<file path="src/rtl/logic_op_arbiter.sv">
// rtl/logic_op_arbiter.sv - two-requester arbiter feeding a registered bitwise AND/OR/NOT unit
// Optional macro LOGIC_ARB_ROUND_ROBIN_EN selects round-robin arbitration instead of fixed priority.
module logic_op_arbiter #(
  parameter int WIDTH = 16
) (
  input  logic             clk,
  input  logic             rst,
  input  logic [1:0]       req,
  input  logic [1:0]       op0,
  input  logic [1:0]       op1,
  input  logic [WIDTH-1:0] A0,
  input  logic [WIDTH-1:0] B0,
  input  logic [WIDTH-1:0] A1,
  input  logic [WIDTH-1:0] B1,
  output logic [1:0]       gnt,
  output logic [WIDTH-1:0] Y,
  output logic             valid,
  input  logic             ready,
  output logic             id,
  output logic             err,
  output logic             busy
);

  typedef enum logic [1:0] {
    IDLE = 2'd0,
    EXEC = 2'd1,
    DONE = 2'd2
  } state_t;

  state_t           state;
  state_t           state_nxt;
  logic             sel;
  logic             sel_r;
  logic [1:0]       op_r;
  logic [WIDTH-1:0] a_r;
  logic [WIDTH-1:0] b_r;
  logic [WIDTH-1:0] y_nxt;
  logic             err_nxt;
  logic             take;

  // A grant is only ever issued from IDLE; requests in EXEC/DONE are ignored.
  assign take = (state == IDLE) && (req != 2'b00);

`ifdef LOGIC_ARB_ROUND_ROBIN_EN
  logic ptr;

  always_comb begin
    sel = 1'b0;
    case (req)
      2'b01:   sel = 1'b0;
      2'b10:   sel = 1'b1;
      2'b11:   sel = ptr;
      default: sel = 1'b0;
    endcase
  end

  always_ff @(posedge clk or posedge rst) begin
    if (rst) begin
      ptr <= 1'b0;
    end else if (take) begin
      ptr <= ~sel;
    end
  end
`else
  // Requester 0 always wins; requester 1 only when 0 is idle.
  assign sel = ~req[0];
`endif

  always_ff @(posedge clk or posedge rst) begin
    if (rst) begin
      state <= IDLE;
    end else begin
      state <= state_nxt;
    end
  end

  always_comb begin
    state_nxt = state;
    busy      = 1'b1;
    case (state)
      IDLE: begin
        busy = 1'b0;
        if (req != 2'b00) state_nxt = EXEC;
      end
      EXEC:    state_nxt = DONE;
      DONE:    if (ready) state_nxt = IDLE;
      default: state_nxt = IDLE;
    endcase
  end

  always_comb begin
    y_nxt   = '0;
    err_nxt = 1'b0;
    case (op_r)
      2'b00:   y_nxt = a_r & b_r;
      2'b01:   y_nxt = a_r | b_r;
      2'b10:   y_nxt = ~a_r;
      default: err_nxt = 1'b1;
    endcase
  end

  always_ff @(posedge clk or posedge rst) begin
    if (rst) begin
      gnt   <= 2'b00;
      sel_r <= 1'b0;
      op_r  <= 2'b00;
      a_r   <= '0;
      b_r   <= '0;
      Y     <= '0;
      valid <= 1'b0;
      id    <= 1'b0;
      err   <= 1'b0;
    end else begin
      gnt <= 2'b00;
      if (take) begin
        gnt   <= sel ? 2'b10 : 2'b01;
        sel_r <= sel;
        op_r  <= sel ? op1 : op0;
        a_r   <= sel ? A1 : A0;
        b_r   <= sel ? B1 : B0;
      end
      if (state == EXEC) begin
        Y     <= y_nxt;
        id    <= sel_r;
        err   <= err_nxt;
        valid <= 1'b1;
      end
      // Y and id are left as-is so the last result stays observable.
      if (state == DONE && ready) begin
        valid <= 1'b0;
        err   <= 1'b0;
      end
    end
  end

endmodule
</file>
<file path="config.mk">
export PLATFORM = sky130hd
export DESIGN_NAME = logic_op_arbiter
export DESIGN_NICKNAME = d
export VERILOG_FILES = /design/src/rtl/logic_op_arbiter.sv
export SDC_FILE = /design/constraint.sdc
export NUM_CORES = 1
export LEC_CHECK = 0
export BUFFER_PORTS_ARGS = -buffer_cell sky130_fd_sc_hd__buf_2
export CAP_MARGIN = 10
export CORE_UTILIZATION = 40
export DETAILED_ROUTE_END_ITERATION = 8
export PLACE_DENSITY_LB_ADDON = 0.3
export SLEW_MARGIN = 15
export SYNTH_ARGS = -nofsm -noshare
export SYNTH_HDL_FRONTEND = slang
export SYNTH_SLANG_ARGS = --single-unit
</file>
<file path="constraint.sdc">
create_clock -name clk -period 2.3 [get_ports clk]
set_input_delay 0.46 -clock clk [delete_from_list [all_inputs] [get_ports clk]]
set_output_delay 0.46 -clock clk [all_outputs]
set_load 0.02 [all_outputs]
</file>
# Word-level counts from Yosys, hierarchy flattened
# Index checks and enable logic that the tools add are counted.
[totals] register_bits=58 output_inout_bits=22
[classes] eq_ne=6 muxes=15 bitwise=4 n_reduce_logical=8
[ops] op="16-bit one-hot mux with 3 select lines" n=1
[ops] op="16-bit 2-to-1 mux" n=2
[ops] op="16-bit bitwise AND" n=1
[ops] op="16-bit NOT" n=1
[ops] op="16-bit bitwise OR" n=1
[ops] op="2-bit 2-to-1 mux" n=5
[ops] op="1-bit 2-to-1 mux" n=6
[ops] op="2-bit one-hot mux with 3 select lines" n=1
[ops] op="2-bit by 1-bit equality test with 1-bit output, second input constant" n=2
[ops] op="2-bit equality test, second input constant" n=2
[ops] op="2-bit zero test" n=2
[ops] op="2-bit nonzero test" n=2
[ops] op="3-bit OR reduction" n=1
[ops] op="1-bit logical AND" n=2
[ops] op="2-bit by 1-bit != test with 1-bit output, second input constant" n=1
[ops] op="2-bit != test, second input constant" n=1
[ops] op="2-bit AND reduction" n=1
[ops] op="1-bit NOT" n=1

# Logic depth before layout (Yosys ltp)
[logic_depth] depth_word=5 ltp_mapped=6 depth_no_buf=3

# Worst setup path before layout
# No wires, ideal clock.
[synth_path] kind="input port to flip-flop" startpoint="input port req[0]" endpoint="register b_r[14]" setup_time_ns=0.101 arrival_time_ns=1.550 path_slack_ns=0.648 path_stages=6 cell_sequence="clkbuf_1 -> nor2_1 -> or2_1 -> buf_6 -> buf_6 -> o311ai_2"
[synth_via] elab_chain_len=2 word_cells_on_any_way=3 classes_between="1 x mux; 2 x reduce/logical"
[synth_lines] item="from (decl)" line_no="8" rtl="input logic [1:0] req,"
[synth_lines] item="2-bit nonzero test" line_no="42" rtl="assign take = (state == IDLE) && (req != 2'b00);"
[synth_lines] item="1-bit logical AND" line_no="42"
[synth_lines] item="to (signal assigned)" line_no="120" rtl="b_r <= sel ? B1 : B0;"
[synth_lines] item="to (decl)" line_no="36" rtl="logic [WIDTH-1:0] b_r;"
# Parallel ways exist; a longest one is shown, timed or not.
# A chain may end at the register's enable or synchronous reset.

# Worst setup path in the final report
[layout_path] startpoint="register state[1]" endpoint="output port busy"
[layout_via] elab_chain_len=2
[layout_lines] item="from (decl)" line_no="30" rtl="state_t state;"
[layout_lines] item="from (signal assigned)" line_no="73" rtl="state <= state_nxt;"
[layout_lines] item="2-bit zero test" line_no="80" rtl="case (state)"
[layout_lines] item="1-bit 2-to-1 mux" line_no="80"
[layout_lines] item="to (decl)" line_no="21" rtl="output logic busy"
# Every way passes these cells.

==> summary.md <==
| Metric | Value |
|---|---|
| Max Root-Sink Buffers | 2 |
| Fmax | 0.497 GHz |
| GRT Overall Usage | 21.4% |
| Htree depth | 3 |
| Fin cells | 499 |
| Placed insts | 483 |
| Worst EP required | 1.84 ns |
| Num rows | 31 |
| Status | complete, no violations |
| DIE HEIGHT | 89.4 um |
| Fin Setup TNS | 0 ns |
| Synthesis Warnings | 0 |
| Crit path DAT | 1.55 ns |
| CTS tree | yes |
| Fill cells | 684 |
| Critical-path cell list | or2_1 -> buf_4 -> buf_2 |
| Die area | 7990 um2 |
| Final Hold Fails | 0 |
| Final WS setup | 0.288 ns |
| Final GP Congestion | 0.854 |
| Antenna fix cells | 0 |
| Worst hold-check path type | primary input to asynchronous set/reset pin |
| Post-route ant nets | 0 |
| Switch Pwr | 2030 uW |
| Fin Hold WS | 0.0697 ns |
| Most common cell after layout, fill and taps aside | buf_2 |
| Fin crit share | 87.5% |
| Share of layout cells above drive strength 1 | 38.0% |
| Place WS | 0.406 ns |
| Cells after synthesis | 305 |
| GR Overflow Total | 0 |
| DRT iter0 DRCs | 138 |
| Routed vias/inst | 5.13 |
| Drt drc | 0 |
| Unique masters post-synth | 23 |
| Clk_skew | 0.00839 ns |
| First-pass GRT wire length | 12700 um |
| Flop and latch count out of synthesis | 58 |
| Die Span X | 89.4 um |
| Worst vdd ir | 0.000544 V |
| Gate power share | 42.8% |
| Syn Nets | 378 |
| Vias | 2560 |
| CTS Buf Count | 9 |
| Area contributors post-synth | dfrtp_1, o311ai_2, nand2_1 |
| Area Growth Syn to Fin | 24.8% |
| Effective utilization at floorplan | 41.6% |
| Share of power burned in registers | 37.8% |
| Slew Limit Fails | 0 |
| Post-synth top area share | 47.5% |
| Leak | 0.00178 uW |
| CTS-repair resized insts | 0 |
| Port Buffers | 94 |
| Slowest cell on crit path | dfrtp_1 |
| Maxcap violations | 0 |
| Internal power | 2990 uW |
| CTS root buffer | clkbuf_8 |
| Pwr dens | 1320 nW/um2 |
| Yosys top cell by area | dfrtp_1 |
| Cts hold-fix bufs | 0 |
| Drt total wl | 7660 um |
| Crit path capture type | output port |
| Crit path kind | flop to output port |
| Routed len/inst | 15.4 um |
| Ports | 95 |
| Worst-path clk slew | 0.07 ns |
| Vias in the first global route | 2565 |
| Synthesized area per cell | 10.0 um2 |
| Skew-Pair Late Insertion Delay | 0.34 ns |
| Pin count of the biggest net entering global routing | 46 |
| Switching part of the total | 40.4% |
| Post-synthesis sequential area ratio | 47.5% |
| Hpwl dp | 5260 um |
| Core ar. | 7330 um2 |
| Slew at the pin closest to its max-slew limit | 1.02 ns |
| Most frequent cells in the layout | buf_2, nand2_1, dfrtp_1, inv_1, o21ai_0 |
| Post-layout min period | 2.01 ns |
| Max incr delay on CP | 0.50 ns |
| RSZ-0062 raised after global routing | false |
| Syn Std Cell Area | 3050 um2 |
| Clk pwr share | 19.4% |
| CTS Sinks | 58 |
| Nets@finish | 468 |
| Initial antenna violation count | 0 |
| Max-slew headroom | 32.1% |
| Final setup violation count | 0 |
| Worst Setup Start Kind | flop |
| Setup Buffers After CTS | 0 |
| Total power | 5020 uW |
| Pre-Repair DR Iteration Count | 4 |
| CP Max Fanout | 36 |
[path summary, 6_finish.rpt]
path	from	to	slack (ns)	depth (start not counted)
worst max register to register	state[1]$_DFFE_PP0P_	a_r[4]$_DFFE_PP0P_	0.39	3
worst min-delay path	rst	Y[12]$_DFFE_PP0N_	0.07	2
worst max-delay path	state[1]$_DFFE_PP0P_	busy	0.29	3
max in group asynchronous	rst	a_r[1]$_DFFE_PP0P_	1.68	3
worst min register to register	sel_r$_DFFE_PP0P_	id$_DFFE_PP0N_	0.48	2
min in group clk	B0[15]	b_r[15]$_DFFE_PP0P_	0.34	3
[metrics by stage]
stage / area, um2 / utilization [%]
finish: 3810 / 52.0
global route: 3810 / 52.0
CTS: 3810 / 52.0
detailed placement: 3610 / 49.2
global placement: 3610 / 49.2
floorplan: 3050 / -
[critical path, delay by kind of cell (launching register included)]
family | cells | cell delay (ns)
buffers and inverters | 2 | 0.54
AND/OR/NAND/NOR | 1 | 0.16
flip-flops | 1 | 0.50
[registers in the layout, indices dropped and copies added, names as in the netlist]
name,flops
b_r,16
valid,1
id,1
state,2
a_r,16
Y,16
sel_r,1
gnt,2
op_r,2
err,1
[synth_stat cells]
| cell | n |
|---|---|
| nor2_1 | 2 |
| o21ai_0 | 36 |
| or2_1 | 2 |
| nor3_1 | 1 |
| buf_6 | 5 |
| inv_1 | 37 |
| a211oi_1 | 1 |
| o22a_1 | 1 |
| nand2_1 | 69 |
| o311ai_1 | 6 |
| nand2b_1 | 2 |
| clkbuf_1 | 15 |
| a21o_1 | 1 |
| a21oi_1 | 1 |
| dfrtp_1 | 58 |
| nor2b_1 | 1 |
| buf_1 | 2 |
| buf_2 | 2 |
| nor3b_2 | 2 |
| o311ai_2 | 28 |
| o211ai_1 | 16 |
| nand3b_1 | 1 |
| maj3_1 | 16 |
[layout make-up]
type                    count  area, um2  area share, %
flip-flops and latches     58       1450           38.1
multi-input cells         186       1340           35.2
repair buffers            103        551           14.4
clock buffers              11        151           3.97
inverters                  37        139           3.65
well taps                  99        124           3.25
clock inverters             5       52.6           1.38
[power groups by stage]
| stage | sequential, uW | combinational, uW | clock (uW) |
|---|---|---|---|
| 2_1_floorplan | 1950 | 1550 | 0 |
| 3_3_place_gp | 1890 | 2130 | 0 |
| 3_5_place_dp | 1910 | 2170 | 0 |
| 4_1_cts | 1900 | 2170 | 972 |
| 5_1_grt | 1960 | 2410 | 1030 |
| 6_report | 1900 | 2150 | 972 |
[layer usage]
| layer | part of all wire (%) | global-route usage (%) | wire length [um] | up-vias |
|---|---|---|---|---|
| met5 | 0 | 0 | 0 | - |
| met4 | 1.6 | 8.95 | 125 | 0 |
| met3 | 5.5 | 3.69 | 425 | 11 |
| met2 | 49 | 35.1 | 3730 | 84 |
| met1 | 44 | 28.2 | 3380 | 1218 |
| li1 | - | - | - | 1247 |
[logic make-up after synthesis]
family	count (synthesis)	synth area share (%)
AOI/OAI and AO/OA	90	27.4
adders and majority gates	16	5.25
buffers and inverters	61	8.81
DFF	58	47.5
and+or+nand+nor	80	11.0
(Power assumes the default switching activity.)
